$ cat src/rtl/bonus_pkg.sv
// Shared types and constants for the bonus spawn generator.
// Grid geometry, LFSR polynomial and fallback cell live here so producer and bench agree.
package bonus_pkg;

  typedef enum logic [2:0] {
    S_DELAY,
    S_DRAW,
    S_QUERY,
    S_CHECK,
    S_RISE,
    S_HOLD
  } spawn_state_t;

  localparam int          GRID_COLS    = 20;
  localparam int          GRID_ROWS    = 15;
  localparam logic [15:0] LFSR_POLY    = 16'hB400;
  localparam logic [15:0] LFSR_SEED    = 16'hACE1;
  localparam int          FALLBACK_COL = 4;
  localparam int          FALLBACK_ROW = 4;

  // One right-shifting Galois step: the bit shifted out selects the feedback taps.
  function automatic logic [15:0] lfsr_step(input logic [15:0] value, input logic [15:0] poly);
    return value[0] ? ((value >> 1) ^ poly) : (value >> 1);
  endfunction

  function automatic logic [4:0] sat_inc5(input logic [4:0] value);
    return (value == 5'h1f) ? value : value + 5'd1;
  endfunction

endpackage

$ cat src/rtl/lfsr16.sv
// Free-running 16-bit Galois LFSR; advances every clock regardless of game state.
module lfsr16
  import bonus_pkg::*;
#(
  parameter logic [15:0] SEED = LFSR_SEED,
  parameter logic [15:0] POLY = LFSR_POLY
) (
  input  logic        clk,
  input  logic        resetN,
  output logic [15:0] value
);

  logic [15:0] value_next;

  // A zero state would lock up forever, so it is steered back to the seed.
  always_comb begin
    value_next = lfsr_step(value, POLY);
    if (value_next == 16'h0000) value_next = SEED;
  end

  always_ff @(posedge clk or negedge resetN) begin
    if (!resetN) value <= SEED;
    else         value <= value_next;
  end

endmodule

$ cat src/rtl/bonus_spawn_gen.sv
// Bonus-item cell producer: draws LFSR candidates, filters by grid range and tile map,
// then strobes one accepted cell after a seconds-based delay and holds it until released.
module bonus_spawn_gen
  import bonus_pkg::*;
#(
  parameter int          COLS            = GRID_COLS,
  parameter int          ROWS            = GRID_ROWS,
  parameter int          SPAWN_DELAY_SEC = 5,
  parameter int          LIFETIME_SEC    = 16,
  parameter int          MAX_TRIES       = 16,
  parameter int          FALLBACK_X      = FALLBACK_COL,
  parameter int          FALLBACK_Y      = FALLBACK_ROW,
  parameter logic [15:0] LFSR_SEED       = 16'hACE1
) (
  input  logic       clk,
  input  logic       resetN,
  input  logic       gameEn,
  input  logic       one_sec,
  input  logic       newRandom,
  input  logic       mapCellFree,
  output logic [4:0] mapQueryX,
  output logic [3:0] mapQueryY,
  output logic [4:0] randomX,
  output logic [3:0] randomY,
  output logic       randomRise,
  output logic       busy
);

  localparam logic [5:0] COLS_W     = 6'(COLS);
  localparam logic [4:0] ROWS_W     = 5'(ROWS);
  localparam logic [4:0] DELAY_LAST = 5'(SPAWN_DELAY_SEC - 1);
  localparam logic [4:0] LIFE_LAST  = 5'(LIFETIME_SEC - 1);
  localparam logic [4:0] TRIES_MAX  = 5'(MAX_TRIES);
  localparam logic [4:0] FB_X       = 5'(FALLBACK_X);
  localparam logic [3:0] FB_Y       = 4'(FALLBACK_Y);

  logic [15:0]  lfsr;
  logic [4:0]   cand_x;
  logic [3:0]   cand_y;
  logic         cand_in_range;
  logic         lfsr_unused;
  spawn_state_t state_reg;
  logic [4:0]   sec_cnt_reg;
  logic [4:0]   tries_reg;
  logic         rise_reg;
  logic         busy_reg;
  logic         hold_exit;

  lfsr16 #(
    .SEED(LFSR_SEED),
    .POLY(LFSR_POLY)
  ) u_lfsr (
    .clk   (clk),
    .resetN(resetN),
    .value (lfsr)
  );

  assign cand_x        = lfsr[4:0];
  assign cand_y        = lfsr[11:8];
  assign lfsr_unused   = ^{lfsr[15:12], lfsr[7:5]};
  assign cand_in_range = ({1'b0, cand_x} < COLS_W) && ({1'b0, cand_y} < ROWS_W);
  assign hold_exit     = newRandom || (one_sec && (sec_cnt_reg == LIFE_LAST));

  // The strobe is gated so a game stop during S_RISE never leaks a cell downstream.
  assign randomRise = rise_reg & gameEn;
  assign busy       = busy_reg;

  always_ff @(posedge clk or negedge resetN) begin
    if (!resetN) begin
      state_reg   <= S_DELAY;
      sec_cnt_reg <= 5'd0;
      tries_reg   <= 5'd0;
      randomX     <= FB_X;
      randomY     <= FB_Y;
      mapQueryX   <= 5'd0;
      mapQueryY   <= 4'd0;
      rise_reg    <= 1'b0;
      busy_reg    <= 1'b0;
    end else if (!gameEn) begin
      state_reg   <= S_DELAY;
      sec_cnt_reg <= 5'd0;
      tries_reg   <= 5'd0;
      rise_reg    <= 1'b0;
      busy_reg    <= 1'b0;
    end else begin
      rise_reg <= 1'b0;
      busy_reg <= 1'b1;
      case (state_reg)
        S_DELAY: begin
          busy_reg <= 1'b0;
          if (one_sec) begin
            if (sec_cnt_reg == DELAY_LAST) begin
              sec_cnt_reg <= 5'd0;
              tries_reg   <= 5'd0;
              busy_reg    <= 1'b1;
              state_reg   <= S_DRAW;
            end else begin
              sec_cnt_reg <= sat_inc5(sec_cnt_reg);
            end
          end
        end
        S_DRAW: begin
          // Retry budget is checked before the candidate, so the fallback is never map-checked.
          if (tries_reg >= TRIES_MAX) begin
            randomX   <= FB_X;
            randomY   <= FB_Y;
            rise_reg  <= 1'b1;
            state_reg <= S_RISE;
          end else if (cand_in_range) begin
            mapQueryX <= cand_x;
            mapQueryY <= cand_y;
            state_reg <= S_QUERY;
          end else begin
            tries_reg <= sat_inc5(tries_reg);
          end
        end
        S_QUERY: state_reg <= S_CHECK;
        S_CHECK: begin
          if (mapCellFree) begin
            randomX   <= mapQueryX;
            randomY   <= mapQueryY;
            rise_reg  <= 1'b1;
            state_reg <= S_RISE;
          end else begin
            tries_reg <= sat_inc5(tries_reg);
            state_reg <= S_DRAW;
          end
        end
        S_RISE: begin
          sec_cnt_reg <= 5'd0;
          state_reg   <= S_HOLD;
        end
        S_HOLD: begin
          if (hold_exit) begin
            sec_cnt_reg <= 5'd0;
            busy_reg    <= 1'b0;
            state_reg   <= S_DELAY;
          end else if (one_sec) begin
            sec_cnt_reg <= sat_inc5(sec_cnt_reg);
          end
        end
        default: begin
          busy_reg  <= 1'b0;
          state_reg <= S_DELAY;
        end
      endcase
    end
  end

endmodule

$ cat config.mk
export PLATFORM = sky130hd
export DESIGN_NAME = bonus_spawn_gen
export DESIGN_NICKNAME = d
export VERILOG_FILES = /design/src/rtl/bonus_pkg.sv /design/src/rtl/lfsr16.sv /design/src/rtl/bonus_spawn_gen.sv
export SDC_FILE = /design/constraint.sdc
export NUM_CORES = 1
export LEC_CHECK = 0
export CAP_MARGIN = 25
export CORE_MARGIN = 8
export CORE_UTILIZATION = 50
export CTS_CLUSTER_DIAMETER = 100
export CTS_CLUSTER_SIZE = 10
export DETAILED_ROUTE_END_ITERATION = 7
export GPL_TIMING_DRIVEN = 0
export HOLD_SLACK_MARGIN = 0.02
export PLACE_DENSITY_LB_ADDON = 0.25
export SYNTH_ARGS = -nofsm -noshare
export SYNTH_HDL_FRONTEND = slang
export SYNTH_SLANG_ARGS = --single-unit
$ cat constraint.sdc
create_clock -name clk -period 2.2 [get_ports clk]
set_clock_uncertainty 0.15 [all_clocks]
set_input_delay 0.33 -clock clk [delete_from_list [all_inputs] [get_ports clk]]
set_output_delay 0.33 -clock clk [all_outputs]
set_load 0.1 [all_outputs]
==> metrics, run 1 <==
Seq/Total Area, Yosys 0.5116; share of the synthesized area in the top cell type 0.4031; CP delay by family, top buffers and inverters; leakage between 1 and 1.5 nW; Hold Slack between 200 and 300 ps; ant diodes 0; final antenna-violating net count 0; number of global-route vias before repair 1740; fin nets 267; reg-to-reg endpoint tries_reg[3]; routed vias/inst between 5 and 6; Reg2Reg Launch Point tries_reg[0]; setup violators final 0; Fmax achieved 0.4641 GHz; max FFs per register 16; GPL Wtd Cong about 0.85; buffer depth of the longest clock path 2; Worst EP required between 1500 and 2000 ps; grt total ovfl 0; synthesized area 2421 µm²; Slew @ Worst Pin 973.6 ps; first-pass GRT wire length slightly above 8000 µm; cell count along the critical path 1; Post-synth ARST share 1.000; Hold Path Class in2async; max-cap violation count 0; Max FO, Critical Path 2; Peak VDD IR a little under 0.5 mV; clk slew on worst S/H paths 80 ps; startpoint types flip-flop; CTS root buf clkbuf_8; max-slew violation count 0; YS warnings 0; termination of the worst setup path randomX[2]; port buffer count 24; type of the worst setup path reg2out; Area Growth Syn to Fin 19.38%; pwr dens 1061 nW/µm²; clock sink count 49; Worst Setup SP randomX[2]; Vias 1698; post-route clock period utilization 0.9795; initial core utilization 0.5160; die area around 7300 µm²; later-pin clock latency in the skew report 300 ps; worst path bufs/invs 1; Biggest register u_lfsr.value; H-tree levels 2; Slew Limit Headroom 0.3535; initial antenna violation count 0; Fin. Hold Viols 0; post-synthesis register bit count 49; Die W about 86 µm; setup slack after layout 45.19 ps; status completed; Crit-path slowest cell dlygate4sd2_1; GRT Total Usage 0.1412; Reg2Reg Depth 7; Post-synth EDFFs 0; largest net degree at the start of global routing 40; post-DP HPWL 3502 µm; Placed Cells incl. Taps 299; reg-to-reg setup timing slack 100 ps; WL/cell between 15 and 20 µm; layout cells sized above 1 0.2062; CP cell instances dlygate4sd2_1; Mean Syn Cell Area 11.00 µm²; core area 4692 µm²; DRT Pass-1 Iters 5; DIE HEIGHT 85.59 µm; post-synth top area cell dfrtp_1; Synth area leaders dfrtp_1 (40%), dfstp_2 (11%), mux2_4 (6.2%); RSZ-0062 raised after global routing false; Final TNS setup 0 ps; Detailed Route WL 4913 µm; IO Pins 26; DRC viols 0; Syn Inst Count 220; CTS tree done; Finished Layout Cells 311; Most used DFF post-synth dfrtp_1; Critical Path Max Stage Delay ~850 ps; row count 25; Netlist cell types 56; critical path arrival 1670 ps; Detailed Route Iter0 Violations 112; pre-CTS setup slack -486.0 ps; fin crit period around 2200 ps; CP Capture Type output pin; Mapped Nets 231; CTS Buf Count 5
-- how the worst min path moves through the flow --
stage / cells past startpoint / from / endpoint / slack (ps)
6_report: 2 / resetN / state_reg[0] / 290
5_1_grt: 2 / resetN / state_reg[0] / 320
4_1_cts: 2 / resetN / state_reg[0] / 300
3_5_place_dp: 1 / resetN / sec_cnt_reg[0] / 90
3_3_place_gp: 1 / u_lfsr.value[12] / u_lfsr.value[11] / 310
2_1_floorplan: 0 / resetN / busy / -120
-- cell type report --
cell class / count / area [µm²]
clock buffer: 6 / 72.57
tap: 54 / 67.56
inverter: 8 / 30.03
clock inverter: 2 / 38.79
buffer: 15 / 71.32
sequential: 49 / 1239
timing repair buffer: 29 / 266.5
multi-input combinational: 148 / 1105
fill: 383 / 1802
-- what timing repair did --
action                                  in CTS  in global routing
endpoints found under the setup margin      25                  6
buffers inserted                             2                  1
resized for setup                           23                  5
pin swaps                                    0                  2
hold endpoints to repair                     9                  0
hold buffers                                 1                  0
-- logic make-up (layout without fill, tap and decap cells) --
kind of cell    Yosys count  in the layout  synth area share
simple gates             79             79            0.1902
compound gates           49             49            0.1494
flops                    49             49            0.5116
buf+inv                  23             60           0.04186
mux                      12             12           0.07028
fa+ha+maj                 5              5           0.02584
xor+xnor                  3              3           0.01085
-- synthesized netlist by cell type (all sizes together) (2+ instances only) --
cell,number
a21oi,11
buf,5
and3,4
nor2,4
nor2b,2
o21ai,17
and2,4
o221ai,2
nand2,29
xnor2,2
dfrtp,39
nand4,2
o211ai,2
nor3,2
o21bai,2
and3b,3
nor3b,4
a22oi,2
ha,5
nand2b,4
clkbuf,10
nand3b,2
nor4,3
inv,8
nand3,5
dfstp,10
mux2,10
mux2i,2
o22ai,2
or2,7
-- layout by cell type (no fill, tap or decap), drive strengths merged, types with 7 or more instances in the layout --
| master | count |
|---|---|
| a21oi | 11 |
| buf | 10 |
| clkbuf | 16 |
| dfrtp | 39 |
| dfstp | 10 |
| dlygate4sd2 | 18 |
| inv | 8 |
| mux2 | 10 |
| nand2 | 29 |
| o21ai | 17 |
| or2 | 7 |
-- through the flow --
| step | instance area, µm² | total power [mW] | util |
|---|---|---|---|
| 6_report | 2890 | 3.067 | 0.6160 |
| 5_1_grt | 2890 | 3.197 | 0.6160 |
| 4_1_cts | 2861 | 3.081 | 0.6099 |
| 3_5_place_dp | 2744 | 2.512 | 0.5848 |
| 3_3_place_gp | 2729 | 2.490 | 0.5816 |
| 2_1_floorplan | 2421 | 2.192 | - |
-- routing by layer --
| layer | wire (µm) | vias to the layer above | track usage |
|---|---|---|---|
| met4 | 85 | 0 | 0.07166 |
| met5 | 0 | - | 0 |
| met3 | 222 | 8 | 0.03152 |
| met2 | 2340 | 38 | 0.2264 |
| li1 | - | 840 | - |
| met1 | 2263 | 812 | 0.1742 |
-- power by group --
group,internal [mW],switching (mW)
Combinational,0.325,0.953
Clock,0.341,0.293
Sequential,1.04,0.113
-- worst reg2reg max path: stages, from the launching register on --
cell,delay (ps)
dfrtp_1,400
ha_2,200
and3_4,180
ha_4,170
or3b_1,360
a21oi_2,190
o22a_1,220
o211ai_1,100
(Power assumes the default switching activity.)
==> run 2: changes to the inputs <==
- ABC_AREA: not set -> 1
- CORE_MARGIN: 8 -> 2
==> metrics, run 2 <==
status completed; Synth area leaders dfrtp_1 (40%), dfstp_2 (11%), nand2_1 (11%); Reg2Reg Launch Point tries_reg[0]; fin nets 334; Final Util 0.6095; Detailed Route WL 4556 µm; fin crit period 2140 ps; Critical Path Max Stage Delay 820 ps; reg-to-reg setup timing slack 220 ps; pre-CTS setup slack -406.3 ps; Post-CTS Repair Setup Buffers 0; CTS root buf clkbuf_8; Mapped Nets 301; initial core utilization 0.5152; Final TNS setup 0 ps; setup slack after layout about 60 ps; Max FO, Critical Path 2; multi-input combinational cell area 938.4 µm²; CTS Buf Count 5; CP delay by family, top buffers and inverters; post-synth top area cell dfrtp_1; commonest cells after routing, fill and taps aside nand2_1 (70), inv_1 (49), dfrtp_1 (39); final antenna-violating net count 0; max-slew violation count 0; Reg2Reg Depth 10; Area Growth Syn to Fin 18.30%; hold_sp gameEn; Worst Setup SP randomX[2]; CP cell instances clkdlybuf4s15_1; CP Capture Type output pin; later-pin clock latency in the skew report 300 ps; CTS tree done; post-synthesis register bit count 49; port buffer count 24; Mean Syn Cell Area roughly 8.4 µm²; die area 5441 µm²; DRC viols 0; initial antenna violation count 0; Hold Slack 197.7 ps; fill count ~400; post-DP HPWL roughly 3300 µm; GRT Total Usage 0.1959; first-pass GRT wire length 8155 µm; layout cells sized above 1 0.1481; Worst Hold Path EP state_reg[0]; type of the worst setup path reg2out; setup violators final 0; Worst Hold Depth 3; Biggest register u_lfsr.value; Post-synth EDFFs 0; RSZ-0062 raised after global routing false; Post-synth ARST share 1.000; WL/cell ~12 µm; Syn Inst Count 290; Hold Path Class in2reg; Detailed Route Iter0 Violations roughly 100; routed vias/inst 4.867; Cell Area, Placed 2773 µm²; Fin. Hold Viols 0; clk slew on worst S/H paths 90 ps; Power Total 4.016 mW; DIE HEIGHT 73.77 µm; post-route clock period utilization 0.9726; Seq. cell area 1239 µm²; most common cell after layout, fill and taps aside nand2_1; Peak VDD IR roughly 1.2 mV; DRT Pass-1 Iters 4; Netlist cell types 29; IO Pins 26; worst path bufs/invs 1; clock sink count 49; top cells by count, synth nand2_1 (70), inv_1 (49), dfrtp_1 (39), nand3_1 (27), nor2_1 (18); buffer depth of the longest clock path 2; Die W 73.77 µm; GPL Wtd Cong ~0.86; synthesized area 2434 µm²; number of global-route vias before repair 1862; grt total ovfl 0; leakage between 1.5 and 2 nW; share of the synthesized area in the top cell type 0.4010; Finished Layout Cells approximately 390; Most used DFF post-synth dfrtp_1; Placed Cells incl. Taps 382; max FFs per register 16; Vias between 1500 and 2000; row count 25; Worst EP required 1720 ps; fin area 2879 µm²; H-tree levels 2; cell count along the critical path 1; Crit-path slowest cell clkdlybuf4s15_1; pwr dens 1395 nW/µm²; largest net degree at the start of global routing 42; most frequent cell after synthesis nand2_1; ant diodes 0; startpoint types flip-flop; Fmax achieved 0.4673 GHz; critical path arrival 1660 ps; max-cap violation count 0; reg-to-reg endpoint tries_reg[4]; Seq/Total Area, Yosys 0.5090; Slew Limit Headroom 0.3631; YS warnings 0; core area about 4700 µm²; Slew @ Worst Pin 959.2 ps
[run 2: logic make-up after synthesis]
logic type                 synth area share
and+or+nand+nor                      0.2530
buffers and inverters                0.1054
DFF                                  0.5090
AOI/OAI and AO/OA                   0.08896
xor gates and xnor gates            0.01799
adders and majority gates           0.02571
[run 2: layout make-up]
cell class	count	share of cell area
sequential	49	0.4302
tap	67	0.02912
clock buffer	7	0.02999
timing repair buffer	26	0.08518
buffer	12	0.02130
clock inverter	1	0.01043
inverter	52	0.06780
multi-input combinational	177	0.3259
[run 2: worst max-delay path by stage]
stage,to,slack [ps]
2_1_floorplan,randomRise,300
3_3_place_gp,u_lfsr.value[14],-790
3_5_place_dp,randomRise,-410
4_1_cts,randomX[2],10
5_1_grt,randomX[2],20
6_report,randomX[2],60
[run 2: timing repair]
item | 4_1_cts | 5_1_grt
hold buffers | 1 | 0
endpoints found under the setup margin | 20 | 2
hold endpoints to repair | 8 | 0
resized for setup | 22 | 2
pin swaps | 0 | 0
gates cloned | 0 | 0
[run 2: where the power goes]
| group | leakage, nW | switching, mW | internal (mW) |
|---|---|---|---|
| Sequential | 0.594 | 0.168 | 1.12 |
| Clock | 0.0585 | 0.297 | 0.371 |
| Combinational | 0.853 | 1.67 | 0.392 |
[run 2: layer usage]
| metal | up-vias | routed length [µm] | global-route usage |
|---|---|---|---|
| li1 | 966 | - | - |
| met1 | 901 | 2092 | 0.2504 |
| met2 | 29 | 2220 | 0.3294 |
| met3 | 7 | 170 | 0.04115 |
| met4 | 0 | 72 | 0.06667 |
| met5 | - | 0 | 0 |
